==> src/rtl/brick_field.sv <==
// rtl/brick_field.sv - Breakout brick wall: per-frame ball/brick collision scan and brick state.
//
// Purpose: keeps the alive flags of a fixed 2 x 11 brick wall. On every frame
// event it latches the ball bounding box and walks the bricks one per clock.
// It reports a 2-bit bounce code for the first alive brick the ball overlaps.
//
// Ports:
//   i_clk, i_rst          clock; synchronous active-high reset
//   i_ani_stb, i_animate  frame event = i_ani_stb & i_animate
//   i_x1, i_x2            ball left / right edge (12-bit)
//   i_y1, i_y2            ball top / bottom edge (12-bit)
//   i_clear               restore all bricks and return to idle
//   i_col_detected        per-brick consumed flags from the ball block
//   o_hit_block           2-bit code per brick, brick k on [2k+1:2k]
//   o_alive               per-brick present flags
//   o_busy                scan in progress
//   o_all_clear           no bricks alive (registered, one cycle behind o_alive)
//   o_overrun             one-cycle pulse when a frame event arrives mid-scan
module brick_field #(
  parameter int X0  = 16,
  parameter int Y0  = 32,
  parameter int BW  = 52,
  parameter int BH  = 16,
  parameter int GAP = 4
) (
  input  logic        i_clk,
  input  logic        i_rst,
  input  logic        i_ani_stb,
  input  logic        i_animate,
  input  logic [11:0] i_x1,
  input  logic [11:0] i_x2,
  input  logic [11:0] i_y1,
  input  logic [11:0] i_y2,
  input  logic        i_clear,
  input  logic [21:0] i_col_detected,
  output logic [43:0] o_hit_block,
  output logic [21:0] o_alive,
  output logic        o_busy,
  output logic        o_all_clear,
  output logic        o_overrun
);

  localparam logic [11:0] X0_V   = 12'(X0);
  localparam logic [11:0] Y0_V   = 12'(Y0);
  localparam logic [11:0] STEP_X = 12'(BW + GAP);
  localparam logic [11:0] STEP_Y = 12'(BH + GAP);
  localparam logic [11:0] BW_M1  = 12'(BW - 1);
  localparam logic [11:0] BH_M1  = 12'(BH - 1);
  localparam logic [4:0]  LAST_IDX = 5'd21;
  localparam logic [3:0]  LAST_COL = 4'd10;

  typedef enum logic [1:0] {IDLE, SCAN, HOLD} state_t;

  state_t      state, state_nxt;
  logic [4:0]  idx;
  logic [3:0]  col;
  logic [11:0] bx1, by1, bx2, by2;
  logic [11:0] lx1, lx2, ly1, ly2;
  logic [43:0] shadow;
  logic        found;
  logic        copy_pending;

  logic        frame_evt;
  logic        start;
  logic        in_scan;
  logic        last;
  logic        overlap;
  logic [11:0] dx_a, dx_b, dy_a, dy_b, px, py;
  logic [1:0]  code;
  logic [21:0] hit_mask;

  assign frame_evt = i_ani_stb & i_animate;
  assign in_scan   = (state == SCAN);
  assign last      = in_scan && (idx == LAST_IDX);
  // The cycle spent copying the shadow into o_hit_block still counts as busy,
  // so a new scan may only start once that copy has landed.
  assign start     = frame_evt && ((state == IDLE) || ((state == HOLD) && !copy_pending));

  // ---------------- FSM: state register ----------------
  always_ff @(posedge i_clk) begin
    if (i_rst || i_clear) state <= IDLE;
    else                  state <= state_nxt;
  end

  // ---------------- FSM: next state ----------------
  always_comb begin
    state_nxt = state;
    case (state)
      IDLE:    if (frame_evt) state_nxt = SCAN;
      SCAN:    if (idx == LAST_IDX) state_nxt = HOLD;
      HOLD:    if (frame_evt && !copy_pending) state_nxt = SCAN;
      default: state_nxt = IDLE;
    endcase
  end

  // ---------------- FSM: outputs ----------------
  always_comb begin
    o_busy = in_scan | copy_pending;
  end

  // ---------------- brick geometry and collision test ----------------
  assign bx2 = bx1 + BW_M1;
  assign by2 = by1 + BH_M1;

  assign overlap = o_alive[idx] && (lx1 <= bx2) && (lx2 >= bx1) &&
                   (ly1 <= by2) && (ly2 >= by1);

  // Differences wrap when there is no overlap; they are only used when overlap holds.
  assign dx_a = lx2 - bx1;
  assign dx_b = bx2 - lx1;
  assign dy_a = ly2 - by1;
  assign dy_b = by2 - ly1;
  assign px   = (dx_a < dx_b) ? dx_a : dx_b;
  assign py   = (dy_a < dy_b) ? dy_a : dy_b;

  always_comb begin
    code = 2'b11;
    if (py < px)      code = 2'b01;
    else if (px < py) code = 2'b10;
  end

  always_comb begin
    hit_mask = '0;
    for (int k = 0; k < 22; k++) hit_mask[k] = |o_hit_block[2*k +: 2];
  end

  // ---------------- datapath ----------------
  always_ff @(posedge i_clk) begin
    if (i_rst) begin
      idx          <= '0;
      col          <= '0;
      bx1          <= '0;
      by1          <= '0;
      lx1          <= '0;
      lx2          <= '0;
      ly1          <= '0;
      ly2          <= '0;
      shadow       <= '0;
      found        <= 1'b0;
      copy_pending <= 1'b0;
      o_alive      <= 22'h3FFFFF;
      o_hit_block  <= '0;
      o_overrun    <= 1'b0;
      o_all_clear  <= 1'b0;
    end else if (i_clear) begin
      idx          <= '0;
      copy_pending <= 1'b0;
      found        <= 1'b0;
      o_alive      <= 22'h3FFFFF;
      o_hit_block  <= '0;
      o_overrun    <= 1'b0;
      o_all_clear  <= (o_alive == '0);
    end else begin
      o_overrun   <= frame_evt & o_busy;
      o_all_clear <= (o_alive == '0);
      // A presented code is consumed by the frame event that observes it.
      o_alive     <= o_alive & ~i_col_detected & ~(frame_evt ? hit_mask : 22'h0);

      if (start) begin
        lx1         <= i_x1;
        lx2         <= i_x2;
        ly1         <= i_y1;
        ly2         <= i_y2;
        idx         <= '0;
        col         <= '0;
        bx1         <= X0_V;
        by1         <= Y0_V;
        shadow      <= '0;
        found       <= 1'b0;
        o_hit_block <= '0;
      end else if (in_scan) begin
        if (overlap && !found) begin
          shadow[{idx, 1'b0} +: 2] <= code;
          found                    <= 1'b1;
        end
        idx          <= last ? 5'd0 : idx + 5'd1;
        copy_pending <= last;
        if (col == LAST_COL) begin
          col <= '0;
          bx1 <= X0_V;
          by1 <= by1 + STEP_Y;
        end else begin
          col <= col + 4'd1;
          bx1 <= bx1 + STEP_X;
        end
      end else if (copy_pending) begin
        o_hit_block  <= shadow;
        copy_pending <= 1'b0;
      end
    end
  end

endmodule

==> config.mk <==
export PLATFORM = sky130hd
export DESIGN_NAME = brick_field
export DESIGN_NICKNAME = d
export VERILOG_FILES = /design/src/rtl/brick_field.sv
export SDC_FILE = /design/constraint.sdc
export NUM_CORES = 1
export LEC_CHECK = 0
export CORE_MARGIN = 2
export CORE_UTILIZATION = 45
export DETAILED_ROUTE_END_ITERATION = 8
export DONT_BUFFER_PORTS = 1
export SYNTH_ARGS = -nofsm -noshare
export SYNTH_HDL_FRONTEND = slang
export SYNTH_SLANG_ARGS = --single-unit
export TNS_END_PERCENT = 5
==> constraint.sdc <==
create_clock -name i_clk -period 5.9 [get_ports i_clk]
set_input_delay 0.59 -clock i_clk [delete_from_list [all_inputs] [get_ports i_clk]]
set_output_delay 0.59 -clock i_clk [all_outputs]
set_load 0.02 [all_outputs]
* Word level (Yosys, flattened, before mapping)
Cells that the tools add are included.
Storage, ports and cells: memories kept 0, bits of input ports 75, memory bits (read-only) 0, bits in writable memories 0, register bits after elaboration 197, word-level logic and storage cells 129, bits in latches 0
Cells by class: mux-type cells 26, shifts and indexed selects 2, $lt $le $gt $ge 9, multipliers 0, eq/ne operators 7, reduce and logical (&&, ||, !) cells 49, bitwise logic cells 9, $add $sub $neg 11, divide/modulo/power cells 0
Operator list (count):
- 2-to-1 mux 44 bit | 3
- 2-to-1 mux 12 bit | 8
- less-than comparator 12 bit | 4
- subtractor 12 bit | 4
- OR reduction 2 bit | 23
- AND 22 bit | 2
- bitwise mux 44 bit | 1
- NOT 22 bit | 2
- variable shift 2 x 8 -> 44 bit, first input constant | 1
- indexed part select 2 x 8 -> 44 bit | 1
- adder 12 x 6 -> 12 bit, second input constant | 2
- >= comparator 12 bit | 2
- <= comparator 12 bit | 2
- zero test 22 bit | 1
- 2-to-1 mux 22 bit | 1
- adder 12 x 4 -> 12 bit, second input constant | 1
- adder 12 x 5 -> 12 bit, second input constant | 1
- 2-to-1 mux 4 bit | 3
- logical AND 1 bit | 9
- AND reduction 3 bit | 3
- 2-to-1 mux 2 bit | 4
- negator 6 -> 8 bit | 1
- AND reduction 2 bit | 4
- less-than comparator 5 x 6 -> 1 bit, second input constant | 1
- other kinds (20) | 29

* Depth between registers and ports, before layout
depth in word-level cells 12, gate-level depth with buffers 27

* Least setup slack after synthesis
OpenSTA, ideal clock, no wires.
path kind register -> register, start register by1[2], end register shadow[23], buffers on the path 1, library setup time 61 ps, arrival time 5989 ps, stages on the path, launching flop included 27, slack -151 ps, period minus slack after synthesis 6051 ps, data required time 5839 ps, path through dfxtp_1 inv_1 ha_1 or3_1 xnor2_1 ha_1 a21o_1 a21o_1 a41o_1 a21oi_1 o21bai_1 a21oi_1 xnor2_1 inv_1 ha_1 o2111ai_1 o21ai_1 clkbuf_1 mux2i_1 ha_1 a21o_1 a21o_1 a21oi_1 o211ai_1 o31ai_1 a21boi_0 a32o_1
On the way: cells in the longest elaborated chain, start to end 12, elaborated cells between the ends (all ways) 21, those cells by class add/sub: 3; order compare: 5; shift: 1; mux: 7; reduce/logical: 5
Ends and longest elaborated chain:
- start, declared | RTL line 57 | logic [11:0] bx1, by1, bx2, by2;
- start signal, assigned | RTL line 181 | by1 <= by1 + STEP_Y;
- adder 12 x 4 -> 12 bit | RTL line 103 | assign by2 = by1 + BH_M1;
- subtractor 12 bit | RTL line 112 | assign dy_b = by2 - ly1;
- less-than comparator 12 bit | RTL line 114 | assign py = (dy_a < dy_b) ? dy_a : dy_b;
- 2-to-1 mux 12 bit | RTL line 114
- less-than comparator 12 bit | RTL line 119 | else if (px < py) code = 2'b10;
- 2-to-1 mux 1 bit | RTL line 119
- 2-to-1 mux 2 bit | RTL line 118 | if (py < px) code = 2'b01;
- indexed part select 2 x 8 -> 44 bit | RTL line 173 | shadow[{idx, 1'b0} +: 2] <= code;
- bitwise mux 44 bit | RTL line 173
- 2-to-1 mux 44 bit | RTL line 172 | if (overlap && !found) begin
- 2-to-1 mux 44 bit | RTL line 171 | end else if (in_scan) begin
- 2-to-1 mux 44 bit | RTL line 159 | if (start) begin
- end signal, assigned by index | RTL line 173
- end, declared | RTL line 59 | logic [43:0] shadow;
Parallel ways exist; a longest one is shown, timed or not. The select of a mux whose other input is x is not followed. A chain may end at the register's enable or synchronous reset.

* Worst setup path in the final report
start register by1[3], end register shadow[11]
The elaborated chain is that of the path after synthesis.

==> run metrics <==
status=finished clean; Die W=158 um; max-slew violation count=0; CTS tree=done; crit end category=flip-flop; WHS Endpoint=ly1[6]$_SDFFE_PP0P_; reg2reg end=shadow[11]$_SDFFE_PP0P_; vias in the first global route=8658; crit-path max cell delay=0.37 ns; Final period util=0.934; final setup margin=0.392 ns; CTS sink cnt=around 190; post-synthesis area per instance=7.98 um2; CP delay by family, top=compound AO/OA/AOI/OAI gates; clock latency on the worst-skew pair=0.44 ns; Pleak=4.38 nW; critical path class=reg2reg; CP max FO=8; DRC viols=0; async set or reset register ratio after synthesis=0; initial core utilization=0.458; Area contributors post-synth=dfxtp_1, ha_1, nand2_1, a21oi_1, xnor2_1; die area=0.0251 mm2; placed cells=1623; Synth top area share=0.359; hold depth=1; Post-Route Hold Slack=0.211 ns; sequential fraction of the synthesis area=0.359; clock transition at the registers of the reported paths=approximately 0.08 ns; fin nets=between 1000 and 1500; antenna violations before repair=1; required time worst endpoint=6.25 ns; Sw Share=0.333; post-route insts no fill=1659; worst slack, placed=0.0131 ns; Slew HR=0.255; Die Y=158 um; Hold Crit Class=in2reg; Hold Crit Start=i_rst; type of origin of the critical path=flip-flop; most common cell in the netlist=nand2_1; Clk Tree Root Cell=clkbuf_16; hold buffers post-CTS=0; Final ANT Viol Nets=0; worst reg2reg path depth=27; Final Critical Period=around 5.5 ns; port bufs=0; core area=between 0.02 and 0.025 mm2; Synth cell types=67; Synth-to-Final Area Change=9.62%; Reg power frac=0.382; PwrDens=300 mW/mm2; Synth area leader=dfxtp_1; RR Startpoint=by1[3]$_SDFFE_PP0P_; Initial DRT Pass Iterations=5; Synth Cell Area=0.0107 mm2; routed vias=9159; CTS Buf Count=17; global-route wire length before repair=45200 um; number of flops mapped to enable cells by yosys=0; commonest cells in the synthesized netlist=nand2_1, dfxtp_1, a21oi_1; floorplan row count=56; Cells after Synth=around 1300; GR Overflow Total=0; GP Congestion=0.870; combinational power share=0.281; Finish-stage setup viols=0; post-synthesis register bit count=192; dpl hpwl=21200 um; final WL=28300 um; MaxCap Viol Count=0; NetSw=0.00117 W; Routed wire per std cell=17.1 um; clock group share of total power=0.337; flop-to-flop setup slack=0.39 ns; maximum clock rate=0.182 GHz; H-Tree Depth=4; most frequently used flop master after synthesis=dfxtp_1; largest net degree at the start of global routing=66; Hold Vio Cnt, Final=0; clock buffer depth=2; vias per cell=5.52; maximum vdd drop=155 uV; Synth warnings=0; Overall Power=0.00352 W; worst-margin pin slew=1.11 ns; internal power=0.00235 W; Clock Skew=0.0146 ns; post-layout util=0.502; First DRT Iteration DRCs=between 600 and 700; Bufs and invs on worst path=4; Data arrival, critical path=5.86 ns; GRT Util Overall=0.229; I/O pins=144; crit path max-delay cell type=or3_1; fraction of layout cells with a size suffix above 1=0.0680
-- metrics by stage --
step	TNS, ns	instance area [um2]
after floorplan	0	10700
after global placement	0	11100
final	0	11700
after global routing	-0.00296	11700
after detailed placement	0	11100
after CTS	0	11700
-- routing by layer --
layer / vias to the layer above / wire (um) / GRT usage / share of wire
li1: 4592 / - / - / -
met1: 4325 / 14200 / 0.335 / 0.50
met2: 215 / 12300 / 0.348 / 0.44
met3: 27 / 1390 / 0.0354 / 0.049
met4: 0 / 431 / 0.0652 / 0.015
met5: - / 0 / 0 / 0
-- logic make-up (layout without fill, tap and decap cells) --
kind of cell	Yosys count	in the layout	share of synthesized area
XOR/XNOR	66	66	0.0539
multiplexers	45	45	0.0462
AO/OA/AOI/OAI	308	308	0.177
flip-flops	192	192	0.359
buffers and inverters	143	137	0.0516
other	2	5	0.000701
adder cells (fa/ha/maj)	85	85	0.0992
AND/OR/NAND/NOR	502	502	0.212
-- worst max-delay path by stage --
stage                                    from                       to  cells after the start
final                     by1[3]$_SDFFE_PP0P_  shadow[11]$_SDFFE_PP0P_                     27
after global routing      by1[3]$_SDFFE_PP0P_  shadow[29]$_SDFFE_PP0P_                     27
after CTS                 bx1[5]$_SDFFE_PP0P_   shadow[7]$_SDFFE_PP0P_                     24
after detailed placement  by1[3]$_SDFFE_PP0P_   shadow[5]$_SDFFE_PP0P_                     27
after global placement    bx1[5]$_SDFFE_PP0P_  shadow[23]$_SDFFE_PP0P_                     24
after floorplan           by1[2]$_SDFFE_PP0P_  shadow[23]$_SDFFE_PP0P_                     26
-- power groups by stage --
stage / Clock, W / Sequential [W] / Combinational [W]
after global routing: 0.00127 / 0.00135 / 0.00111
final: 0.00119 / 0.00135 / 0.000987
after detailed placement: 0 / 0.00138 / 0.000942
after CTS: 0.00122 / 0.00135 / 0.000953
after floorplan: 0 / 0.00137 / 0.000706
after global placement: 0 / 0.00138 / 0.000915
-- placed cells by master (no fill, tap or decap), drive strengths merged, types with 26 or more instances in the layout --
master	count
nand2	268
a21oi	134
o21ai	60
mux2i	36
nor2	75
nand3	27
buf	26
xnor2	45
ha	85
nor3	27
inv	84
dfxtp	192
-- flip-flops by register name, summed over array words and instances (netlist names) --
| register | count |
|---|---|
| o_hit_block | 44 |
| shadow | 44 |
| o_alive | 22 |
| lx1 | 12 |
| lx2 | 12 |
| ly1 | 12 |
| ly2 | 12 |
| by1 | 10 |
| bx1 | 9 |
| idx | 5 |
| col | 4 |
| state | 2 |
| copy_pending | 1 |
| found | 1 |
| o_all_clear | 1 |
| o_overrun | 1 |
-- layout make-up --
type,instances,area (um2)
clock inverter,14,188
inverter,79,297
timing repair buffer,26,199
multi-input combinational,1010,6380
sequential,192,3840
antenna,1,2.50
clock buffer,18,439
tap,319,399
fill,2375,11700
-- what timing repair did --
item / in CTS / in global routing
buffers inserted: 0 / 3
pin swaps: 0 / 3
gates resized for setup: 1 / 10
endpoints found under the setup margin: 8 / 43
Power figures use the tool's default switching activity.
